==> src/rtl/alu_seq.sv <==
// Handshaked WIDTH-bit ALU with registered operands; single-cycle ops plus optional shift-add multiply (ALU_SEQ_MUL_EN).
// Latency: result one cycle after accept (multiply: WIDTH+1); DONE holds result/flags and blocks input until out_ready.
module alu_seq #(
    parameter int WIDTH = 32,
    parameter int CNT_W = $clog2(WIDTH+1)
) (
    input  logic             clk,
    input  logic             reset,
    input  logic             in_valid,
    output logic             in_ready,
    input  logic [WIDTH-1:0] a,
    input  logic [WIDTH-1:0] b,
    input  logic [2:0]       f,
    output logic             out_valid,
    input  logic             out_ready,
    output logic [WIDTH-1:0] result,
    output logic             zero,
    output logic             overflow,
    output logic             carry,
    output logic             negative
);

    localparam logic [2:0] F_ADD = 3'b000;
    localparam logic [2:0] F_SUB = 3'b001;
    localparam logic [2:0] F_AND = 3'b010;
    localparam logic [2:0] F_OR  = 3'b011;
    localparam logic [2:0] F_MUL = 3'b100;
    localparam logic [2:0] F_SLT = 3'b101;

    typedef enum logic [1:0] {S_IDLE, S_EXEC, S_DONE} state_t;

    state_t           r_state;
    state_t           w_next;
    logic             w_in_ready;
    logic             w_out_valid;
    logic             w_accept;

    logic [WIDTH-1:0] r_result;
    logic             r_zero;
    logic             r_overflow;
    logic             r_carry;
    logic             r_negative;

    logic [WIDTH:0]   w_sum;
    logic [WIDTH:0]   w_diff;
    logic             w_add_ovf;
    logic             w_sub_ovf;
    logic [WIDTH-1:0] w_res;
    logic             w_ovf;
    logic             w_cry;

    assign w_accept = in_valid && w_in_ready;

    // Subtract as a + ~b + 1 so bit WIDTH is the "no borrow" carry directly.
    assign w_sum     = {1'b0, a} + {1'b0, b};
    assign w_diff    = {1'b0, a} + {1'b0, ~b} + {{WIDTH{1'b0}}, 1'b1};
    assign w_add_ovf = (a[WIDTH-1] == b[WIDTH-1]) && (w_sum[WIDTH-1]  != a[WIDTH-1]);
    assign w_sub_ovf = (a[WIDTH-1] != b[WIDTH-1]) && (w_diff[WIDTH-1] != a[WIDTH-1]);

    always_comb begin
        w_res = '0;
        w_ovf = 1'b0;
        w_cry = 1'b0;
        case (f)
            F_ADD: begin
                w_res = w_sum[WIDTH-1:0];
                w_cry = w_sum[WIDTH];
                w_ovf = w_add_ovf;
            end
            F_SUB: begin
                w_res = w_diff[WIDTH-1:0];
                w_cry = w_diff[WIDTH];
                w_ovf = w_sub_ovf;
            end
            F_AND: w_res = a & b;
            F_OR:  w_res = a | b;
            // Sign of the difference corrected by overflow gives true signed less-than.
            F_SLT: w_res = {{(WIDTH-1){1'b0}}, w_diff[WIDTH-1] ^ w_sub_ovf};
            default: w_res = '0;
        endcase
    end

`ifdef ALU_SEQ_MUL_EN
    logic [2*WIDTH-1:0] r_mcand;
    logic [WIDTH-1:0]   r_mplier;
    logic [2*WIDTH-1:0] r_prod;
    logic [CNT_W-1:0]   r_cnt;
    logic [2*WIDTH-1:0] w_prod_nxt;

    assign w_prod_nxt = r_mplier[0] ? (r_prod + r_mcand) : r_prod;
`endif

    always_ff @(posedge clk) begin
        if (reset) begin
            r_state <= S_IDLE;
        end else begin
            r_state <= w_next;
        end
    end

    always_comb begin
        w_next      = r_state;
        w_in_ready  = 1'b0;
        w_out_valid = 1'b0;
        case (r_state)
            S_IDLE: begin
                w_in_ready = 1'b1;
                if (in_valid) begin
`ifdef ALU_SEQ_MUL_EN
                    w_next = (f == F_MUL) ? S_EXEC : S_DONE;
`else
                    w_next = S_DONE;
`endif
                end
            end
`ifdef ALU_SEQ_MUL_EN
            S_EXEC: begin
                if (r_cnt == CNT_W'(1)) begin
                    w_next = S_DONE;
                end
            end
`endif
            S_DONE: begin
                w_out_valid = 1'b1;
                if (out_ready) begin
                    w_next = S_IDLE;
                end
            end
            default: w_next = S_IDLE;
        endcase
    end

    always_ff @(posedge clk) begin
        if (reset) begin
            r_result   <= '0;
            r_zero     <= 1'b0;
            r_overflow <= 1'b0;
            r_carry    <= 1'b0;
            r_negative <= 1'b0;
`ifdef ALU_SEQ_MUL_EN
            r_mcand    <= '0;
            r_mplier   <= '0;
            r_prod     <= '0;
            r_cnt      <= '0;
`endif
        end else begin
`ifdef ALU_SEQ_MUL_EN
            if (w_accept && (f == F_MUL)) begin
                r_mcand  <= {{WIDTH{1'b0}}, a};
                r_mplier <= b;
                r_prod   <= '0;
                r_cnt    <= CNT_W'(WIDTH);
            end else
`endif
            if (w_accept) begin
                r_result   <= w_res;
                r_zero     <= (w_res == '0);
                r_overflow <= w_ovf;
                r_carry    <= w_cry;
                r_negative <= w_res[WIDTH-1];
            end
`ifdef ALU_SEQ_MUL_EN
            if (r_state == S_EXEC) begin
                r_prod   <= w_prod_nxt;
                r_mcand  <= r_mcand << 1;
                r_mplier <= r_mplier >> 1;
                r_cnt    <= r_cnt - CNT_W'(1);
                if (r_cnt == CNT_W'(1)) begin
                    r_result   <= w_prod_nxt[WIDTH-1:0];
                    r_zero     <= (w_prod_nxt[WIDTH-1:0] == '0);
                    r_overflow <= 1'b0;
                    r_carry    <= |w_prod_nxt[2*WIDTH-1:WIDTH];
                    r_negative <= w_prod_nxt[WIDTH-1];
                end
            end
`endif
        end
    end

    assign in_ready  = w_in_ready;
    assign out_valid = w_out_valid;
    assign result    = r_result;
    assign zero      = r_zero;
    assign overflow  = r_overflow;
    assign carry     = r_carry;
    assign negative  = r_negative;

endmodule

==> config.mk <==
export PLATFORM = sky130hd
export DESIGN_NAME = alu_seq
export DESIGN_NICKNAME = d
export VERILOG_FILES = /design/src/rtl/alu_seq.sv
export SDC_FILE = /design/constraint.sdc
export NUM_CORES = 1
export LEC_CHECK = 0
export BUFFER_PORTS_ARGS = -buffer_cell sky130_fd_sc_hd__buf_2
export CORE_ASPECT_RATIO = 1.25
export CORE_UTILIZATION = 55
export CTS_BUF_LIST = sky130_fd_sc_hd__clkbuf_8
export CTS_CLUSTER_DIAMETER = 120
export DETAILED_ROUTE_END_ITERATION = 10
export PLACE_DENSITY_LB_ADDON = 0.15
export SLEW_MARGIN = 20
export SYNTH_ARGS = -nofsm -noshare
export SYNTH_HDL_FRONTEND = slang
export SYNTH_SLANG_ARGS = --single-unit
==> constraint.sdc <==
create_clock -name clk -period 6.3 [get_ports clk]
set_input_delay 0.315 -clock clk [delete_from_list [all_inputs] [get_ports clk]]
set_output_delay 0.315 -clock clk [all_outputs]
set_load 0.01 [all_outputs]
# --- Yosys cells after proc, flatten, opt, wreduce, memory -nomap -nowiden ---
# Index checks and enable logic that the tools add are counted.
op_classes:
  n_mux: 8
  add_sub_neg: 3
  n_eq_ne: 11
  bitwise_logic: 4
  reduce_logical: 7
op_table:
  columns: ["op", "count"]
  rows:
  - ["case mux 32 bit (5 select lines)", 1]
  - ["adder 32 x 32 -> 33 bit", 2]
  - ["adder 33 x 1 -> 33 bit (second input constant)", 1]
  - ["bitwise AND 32 bit", 1]
  - ["logical NOT 32 bit", 1]
  - ["NOT 32 bit", 1]
  - ["bitwise OR 32 bit", 1]
  - ["equality test 3 x 2 -> 1 bit (second input constant)", 2]
  - ["2-to-1 mux 2 bit", 2]
  - ["inequality test 2 bit (second input constant)", 2]
  - ["case mux 1 bit (2 select lines)", 2]
  - ["case mux 2 bit (2 select lines)", 1]
  - ["equality test 3 x 1 -> 1 bit (second input constant)", 1]
  - ["equality test 3 bit (second input constant)", 1]
  - ["logical AND 1 bit", 3]
  - ["logical NOT 3 bit", 1]
  - ["inequality test 1 bit", 3]
  - ["equality test 2 bit (second input constant)", 1]
  - ["logical NOT 2 bit", 1]
  - ["2-to-1 mux 1 bit", 2]
  - ["AND reduction 2 bit", 1]
  - ["equality test 1 bit", 1]
  - ["XOR 1 bit", 1]
totals:
  register_bits: 38
  output_inout_bits: 38
  input_bits: 71
  wordCells: 39

# --- Depth between registers and ports, before layout ---
# Gate-level depths: netlist of run 1.
depth:
  ltp_word: 8
  mapped_depth: 26
  ltp_nobuf: 25

# --- Worst setup path after synthesis of run 1 ---
# OpenSTA, ideal clock, no wires.
synth_path:
  path_kind: "input-to-reg"
  start: "in a[8]"
  end: "reg r_zero, in the netlist zero"
  n_path_buf: 1
  arrival_ns: 4.829
  cell_stages: 26
  t_required_ns: 6.204
  setup_slack_ns: 1.375
  setup_time_ns: 0.096
  cell_sequence: "inv_1 > ha_1 > buf_6 > nor4_4 > nand3_4 > o31ai_4 > o31ai_1 > nand3_1 > a2111oi_0 > a21oi_1 > a21oi_1 > o21bai_1 > a21oi_1 > o21bai_1 > fa_1 > nand3b_1 > a21oi_1 > nor3_1 > o2111ai_1 > a2111o_1 > nor4_1 > nand4_1 > nor4_1 > nand4_1 > or4_4 > o41ai_2"
synth_via:
  elab_chain_cells: 7
  elab_cells_between_ends: 10
  cone_classes: "3 x add/sub; 1 x eq/ne; 1 x mux; 3 x bitwise; 2 x reduce/logical"
synth_rtl:
  columns: ["element", "line", "text"]
  rows:
  - ["from (decl)", "11", "input logic [WIDTH-1:0] a,"]
  - ["adder 32 x 32 -> 33 bit", "56", "assign w_diff = {1'b0, a} + {1'b0, ~b} + {{WIDTH{1'b0}}, 1'b1};"]
  - ["adder 33 x 1 -> 33 bit", "56", null]
  - ["inequality test 1 bit", "58", "assign w_sub_ovf = (a[WIDTH-1] != b[WIDTH-1]) && (w_diff[WIDTH-1] != a[WIDTH-1]);"]
  - ["logical AND 1 bit", "58", null]
  - ["XOR 1 bit", "78", "F_SLT: w_res = {{(WIDTH-1){1'b0}}, w_diff[WIDTH-1] ^ w_sub_ovf};"]
  - ["case mux 32 bit (5 select lines) (*)", "64", "case (f)"]
  - ["logical NOT 32 bit (*)", "157", "r_zero <= (w_res == '0);"]
  - ["to (signal assigned)", "157", null]
  - ["to (decl)", "39", "logic r_zero;"]
# Every way passes the cells marked *; elsewhere a longest branch is shown, timed or not.
# A chain may end at the register's enable or synchronous reset.

# --- Final worst setup path of run 1 ---
layout_path:
  start: "in a[10]"
  end: "reg r_zero, in the netlist zero"
# Same word-level chain as after synthesis.

==> results of run 1 <==
[report_power, final]
part / total, mW / switching [mW] / internal [mW]
Combinational: 0.599 / 0.374 / 0.225
Sequential: 0.257 / 0.0115 / 0.245
Clock: 0.227 / 0.0872 / 0.140
[stage by stage]
stage / area, um^2 / cells
2_1_floorplan: 6800 / 964
3_3_place_gp: 7360 / 1188
3_5_place_dp: 7360 / 1188
4_1_cts: 7480 / 1196
5_1_grt: 7480 / 1196
6_report: 7480 / 1196
[cell usage in the layout, fill, tap and decap left out, types with 9 or more instances in the layout]
cell type	count
a211oi_1	29
a21o_1	21
a21oi_1	78
a31oi_1	15
and3_1	9
buf_2	108
buf_4	9
dfxtp_1	36
ha_1	103
inv_1	103
nand2_1	64
nand2b_1	17
nand3_1	22
nor2_1	111
nor2b_1	12
nor3_1	31
o211ai_1	19
o21ai_0	34
o31ai_1	13
or3_1	9
xnor2_1	16
[routing by layer]
layer | part of all wire, % | vias up | wire (um)
li1 | - | 3589 | -
met1 | 38 | 3371 | 8200
met2 | 49 | 314 | 10400
met3 | 6.5 | 81 | 1400
met4 | 6.2 | 0 | 1330
met5 | 0 | - | 0
[worst min-delay path by stage]
stage,endpoint,slack (ps),cells past startpoint
floorplan,r_state[1],410,1
global placement,result[24],440,2
detailed placement,result[24],450,2
CTS,r_state[1],200,2
global route,r_state[1],210,2
finish,r_state[1],190,2
[cell families (layout without fill, tap and decap cells)]
kind of cell,Yosys count,in the layout,synth area share [%]
multiplexers,10,10,1.88
XOR/XNOR,22,22,2.83
AO/OA/AOI/OAI,311,311,32.2
AND/OR/NAND/NOR,319,319,23.1
adder cells (fa/ha/maj),106,106,19.8
flip-flops,36,36,10.6
buffers and inverters,160,228,9.51
[cells in the mapped netlist, types with 16 or more instances]
cell type / number
nand2_1: 64
a211oi_1: 29
inv_1: 103
nor2_1: 111
a21oi_1: 78
a21o_1: 21
o211ai_1: 19
clkbuf_1: 28
dfxtp_1: 36
buf_2: 21
o21ai_0: 34
nor3_1: 31
nand3_1: 22
ha_1: 103
nand2b_1: 17
xnor2_1: 16
[worst max-delay path: cells and delay by family]
kind	cells	cell delay, ps
simple gates	10	2490
fa+ha+maj	2	690
buf+inv	2	170
compound gates	12	2120
[state kept, by name (all words and copies together) (netlist names)]
signal	flops
r_state	1
carry	1
result	32
zero	1
overflow	1
[cell type report]
cell class | instances | area share [%]
tap | 164 | 2.74
inverter | 103 | 5.17
multi-input combinational | 768 | 72.6
sequential | 36 | 9.63
timing repair buffer | 117 | 8.13
clock buffer | 7 | 1.29
clock inverter | 1 | 0.401
==> impl_results.md, run 1 <==
- Final Critical Period: 5590 ps
- DRC violation count after routing: 0
- Clock sinks: 36
- Worst hold path class: primary input to flop
- Final hold violation count: 0
- Slowest cell on crit path: or4_4
- EDFF count, synth: 0
- Drt via density: 6.15
- Crit path DAT: 5790 ps
- Post-synthesis register bit count: 36
- Cts hold-fix bufs: 0
- Worst-case clock buffer depth: 2
- Design Power: 1.08 mW
- Syn Std Cell Area: 6800 um^2
- Worst-path clk slew: 80 ps
- # nets final: 1208
- Max incr delay on CP: 540 ps
- Setup crit start: a[10]
- Post_cts resized: 0
- Maximum VDD drop: 0.0000770 V
- Met2 Resource Use GR: 58.3%
- TritonCTS clock tree: yes
- RSZ-0062 raised after global routing: no
- Synth area leader: ha_1
- Worst EP required: 6500 ps
- Min-delay src: out_ready
- GPL Wtd Cong: 0.982
- Synth Instances: 964
- DR pass1 iterations: 5
- Syn. warnings: 0
- R2r worst-path depth: 11
- Crit Path Category: primary input to flop
- Grt peak-use layer: met2
- Die ar.: 12800 um^2
- Endpoints failing setup: 0
- Final wirelength: 21400 um
- Worst setup margin: 712 ps
- Io pins: 109
- Register area: 721 um^2
- Crit path to: zero
- # diodes: 0
- Fmax: 179 MHz
- Reg2reg setup slack: 2720 ps
- Setup crit start kind: primary input
- DIE WIDTH: 101 um
- Crit path max fanout: 16
- Overall via count from detail_route: 7355
- Fin Setup TNS: 0 ps
- LEAKAGE: 3.54 nW
- Synth Flop Type: dfxtp_1
- H-Tree Depth: 2
- Num rows: 45
- Largest net degree at the start of global routing: 54
- Post-Syn Nets: 1141
- Gr usage total: 33.4%
- Die height: 126 um
- Number of global-route vias before repair: 6807
- DP Worst Slack: 492 ps
- Initial antenna violation count: 0
- Max-slew violation count: 0
- Max_cap viols: 0
- Area contributors post-synth: ha_1, dfxtp_1, nor2_1, a21oi_1, inv_1
- CP endpoint kind: flop
- Synth top area share: 19.0%
- Share of layout cells above drive strength 1: 15.6%
- Worst flop-to-flop path endpoint: zero
- I/O Buffers: 108
- Proportion of synthesized chip area in sequential cells: 10.6%
- Worst r2r src: r_state[1]
- WL per Instance: 17.9 um
- Syn-to-layout area delta: 10.1%
- Status: finished, final reports clean
- Multi-input logic area: 5440 um^2
- GRT Residual Overflow: 0
- Period utilization: 88.7%
- DR iter-0 viols: 410
- First-pass GRT wire length: 33800 um
- Worst skew pair latency: 290 ps
- Avg Cell Area, Syn: 7.05 um^2
- Pwr per Cell Area: 145 nW/um^2
- GR Util met1: 37.6%
- Core Box Area: 12100 um^2
- Antenna Nets Post-Route: 0
- Post-CTS Setup Repair Bufs: 0
- Initial core utilization: 56.2%
- Fin Clk Skew: 3.77 ps
- Dpl hpwl: 16800 um
- Slew of the pin with the lowest slew margin: 981 ps
- Number of buffers created by CTS: 5
- CTS root buf: clkbuf_8
- WHS: 195 ps
- FFs w/ async S/R, synth: 0%
- Max_slew headroom: 34.3%
- Fill cells: 1229
- CP dominant cell by count: a21oi_1
- Distinct cells, synth: 82
- Global routing usage on met3: 5.12%
- Fin util: 61.8%
No activity file was read; power rests on OpenSTA's default activity.
==> run 2: changes to the inputs <==
--- a/config.mk
+++ b/config.mk
@@ -14,2 +14,3 @@
 export PLACE_DENSITY_LB_ADDON = 0.15
+export REMOVE_ABC_BUFFERS = 1
 export SLEW_MARGIN = 20
--- a/constraint.sdc
+++ b/constraint.sdc
@@ -3,2 +3,2 @@
 set_output_delay 0.315 -clock clk [all_outputs]
-set_load 0.01 [all_outputs]
+set_load 0.05 [all_outputs]
==> run 2 against run 1 <==
  * Sequential power about the same
  * Global-route usage rose by 0.50 points
  * Die area unchanged
  * Power is 3.5% higher
  * Final area about the same
  * Register-to-register slack worse by 110 ps
  * Largest power group unchanged
==> impl_results.md, run 2 (synthesis results as in run 1) <==
- Initial antenna violation count: 0
- Post-CTS Setup Repair Bufs: 0
- Gr usage total: 33.9%
- Share of layout cells above drive strength 1: 15.6%
- # nets final: 1209
- Max_cap viols: 0
- Post_cts resized: 0
- Worst flop-to-flop path endpoint: zero
- Syn-to-layout area delta: 9.97%
- Max FFs per register: 32
- Crit Path Category: primary input to flop
- Number of global-route vias before repair: 6805
- Number of buffers created by CTS: 5
- Worst skew pair latency: 290 ps
- Clock sinks: 36
- Post-Route M1 WL: 9450 um
- Fin Clk Skew: 9.32 ps
- Overall via count from detail_route: 7400
- Fin Setup TNS: 0 ps
- Initial core utilization: 56.2%
- Met2 WL post-DR: 10000 um
- Final wirelength: 21700 um
- H-Tree Depth: 2
- Uppermost layer routed: met4
- Maximum VDD drop: 0.000110 V
- Most frequent cells in the layout: nor2_1, buf_2, inv_1, ha_1, a21oi_1
- Num rows: 45
- Antenna Nets Post-Route: 0
- I/O Buffers: 108
- Period utilization: 88.2%
- DR iter-0 viols: 571
- First-pass GRT wire length: 34300 um
- Slew of the pin with the lowest slew margin: 978 ps
- Hold Crit Depth: 2
- Worst EP required: 6500 ps
- Cts hold-fix bufs: 0
- Max_slew headroom: 34.6%
- Final Critical Period: 5560 ps
- Crit path max fanout: 10
- Reg2reg setup slack: 2610 ps
- Metal3 WL: 1430 um
- Hold EP: r_state[1]
- GPL Wtd Cong: 0.946
- Fmax: 180 MHz
- Worst setup margin: 741 ps
- DIE WIDTH: 101 um
- Pwr per Cell Area: 150 nW/um^2
- DRC violation count after routing: 0
- Status: finished, final reports clean
- WL per Instance: 18.1 um
- LEAKAGE: 3.54 nW
- Largest net degree at the start of global routing: 48
- Worst-path clk slew: 80 ps
- CTS root buf: clkbuf_8
- Endpoints failing setup: 0
- CP endpoint kind: flop
- Worst r2r src: r_state[1]
- Min-delay src: out_ready
- Crit path DAT: 5760 ps
- Final hold violation count: 0
- Drt via density: 6.18
- Die ar.: 12800 um^2
- RSZ-0062 raised after global routing: no
- Dpl hpwl: 16700 um
- # diodes: 0
- TritonCTS clock tree: yes
- Io pins: 109
- GRT Residual Overflow: 0
- Worst hold path class: primary input to flop
- R2r worst-path depth: 11
- Worst-case clock buffer depth: 2
- DP Worst Slack: 574 ps
- Setup crit start kind: primary input
- Most common cell after layout, fill and taps aside: nor2_1
- Max-slew violation count: 0
- Core Box Area: 12100 um^2
- Die height: 126 um
- DR pass1 iterations: 5
## run 2: cell count changes in the layout (fill, tap and decap cells not counted)
cell | before | now
inv_1 | 103 | 104
nor2b_4 | 0 | 1
clkbuf_8 | 7 | 5
buf_4 | 9 | 10
clkinv_2 | 0 | 1
nor2b_2 | 2 | 1
## run 2: layout make-up
class                           instances  area, um^2
Fill cell                            1193        4630
Sequential cell                        36         721
Clock inverter                          3        38.8
Tap cell                              164         205
Inverter                              103         387
Multi-Input combinational cell        768        5440
Timing Repair Buffer                  118         616
Clock buffer                            5        68.8
## run 2: report_power, final
part | internal, mW | total, mW | switching, mW
Clock | 0.116 | 0.205 | 0.0892
Combinational | 0.227 | 0.658 | 0.431
Sequential | 0.245 | 0.257 | 0.0121
## run 2: worst max-delay path by stage
stage                     slack [ps]  endpoint   from
final                            740      zero  a[11]
after global routing             470      zero  a[11]
after CTS                        840      zero  a[11]
after detailed placement         570      zero  a[11]
after global placement           840      zero  a[11]
after floorplan                 1370      zero   a[8]
## run 2: worst max-delay path: stages
cell and delay, ps:
buf_2 110, inv_1 40, ha_1 440, nor4_4 500, nand3_4 140, o31ai_4 290
o31ai_1 120, nand3_1 160, a2111oi_0 160, a21oi_1 210, a21oi_1 90, o21bai_1 140
a21oi_1 100, o21bai_1 160, fa_1 180, nand3b_1 100, a21oi_1 70, nor3_1 210
o2111ai_1 150, a2111o_1 340, nor4_1 300, nand4_1 160, nor4_1 270, nand4_1 130
or4_4 530, o41ai_2 340
## run 2: through the flow
stage / instances / total power [mW] / hold slack (ps) / utilization [%] / cell area, um^2
global route: 1197 / 1.19 / 209 / 61.8 / 7480
global placement: 1189 / 0.902 / 443 / 60.9 / 7370
detailed placement: 1189 / 0.904 / 450 / 60.9 / 7370
finish: 1197 / 1.12 / 203 / 61.8 / 7480
CTS: 1197 / 1.11 / 203 / 61.8 / 7480
floorplan: 907 / 0.712 / 384 / - / 6540
## run 2: routing by layer
layer  GRT usage, %  up-vias
li1               -     3583
met1           45.5     3415
met2           55.3      346
met3           3.09       56
met4           13.9        0
met5              0        -
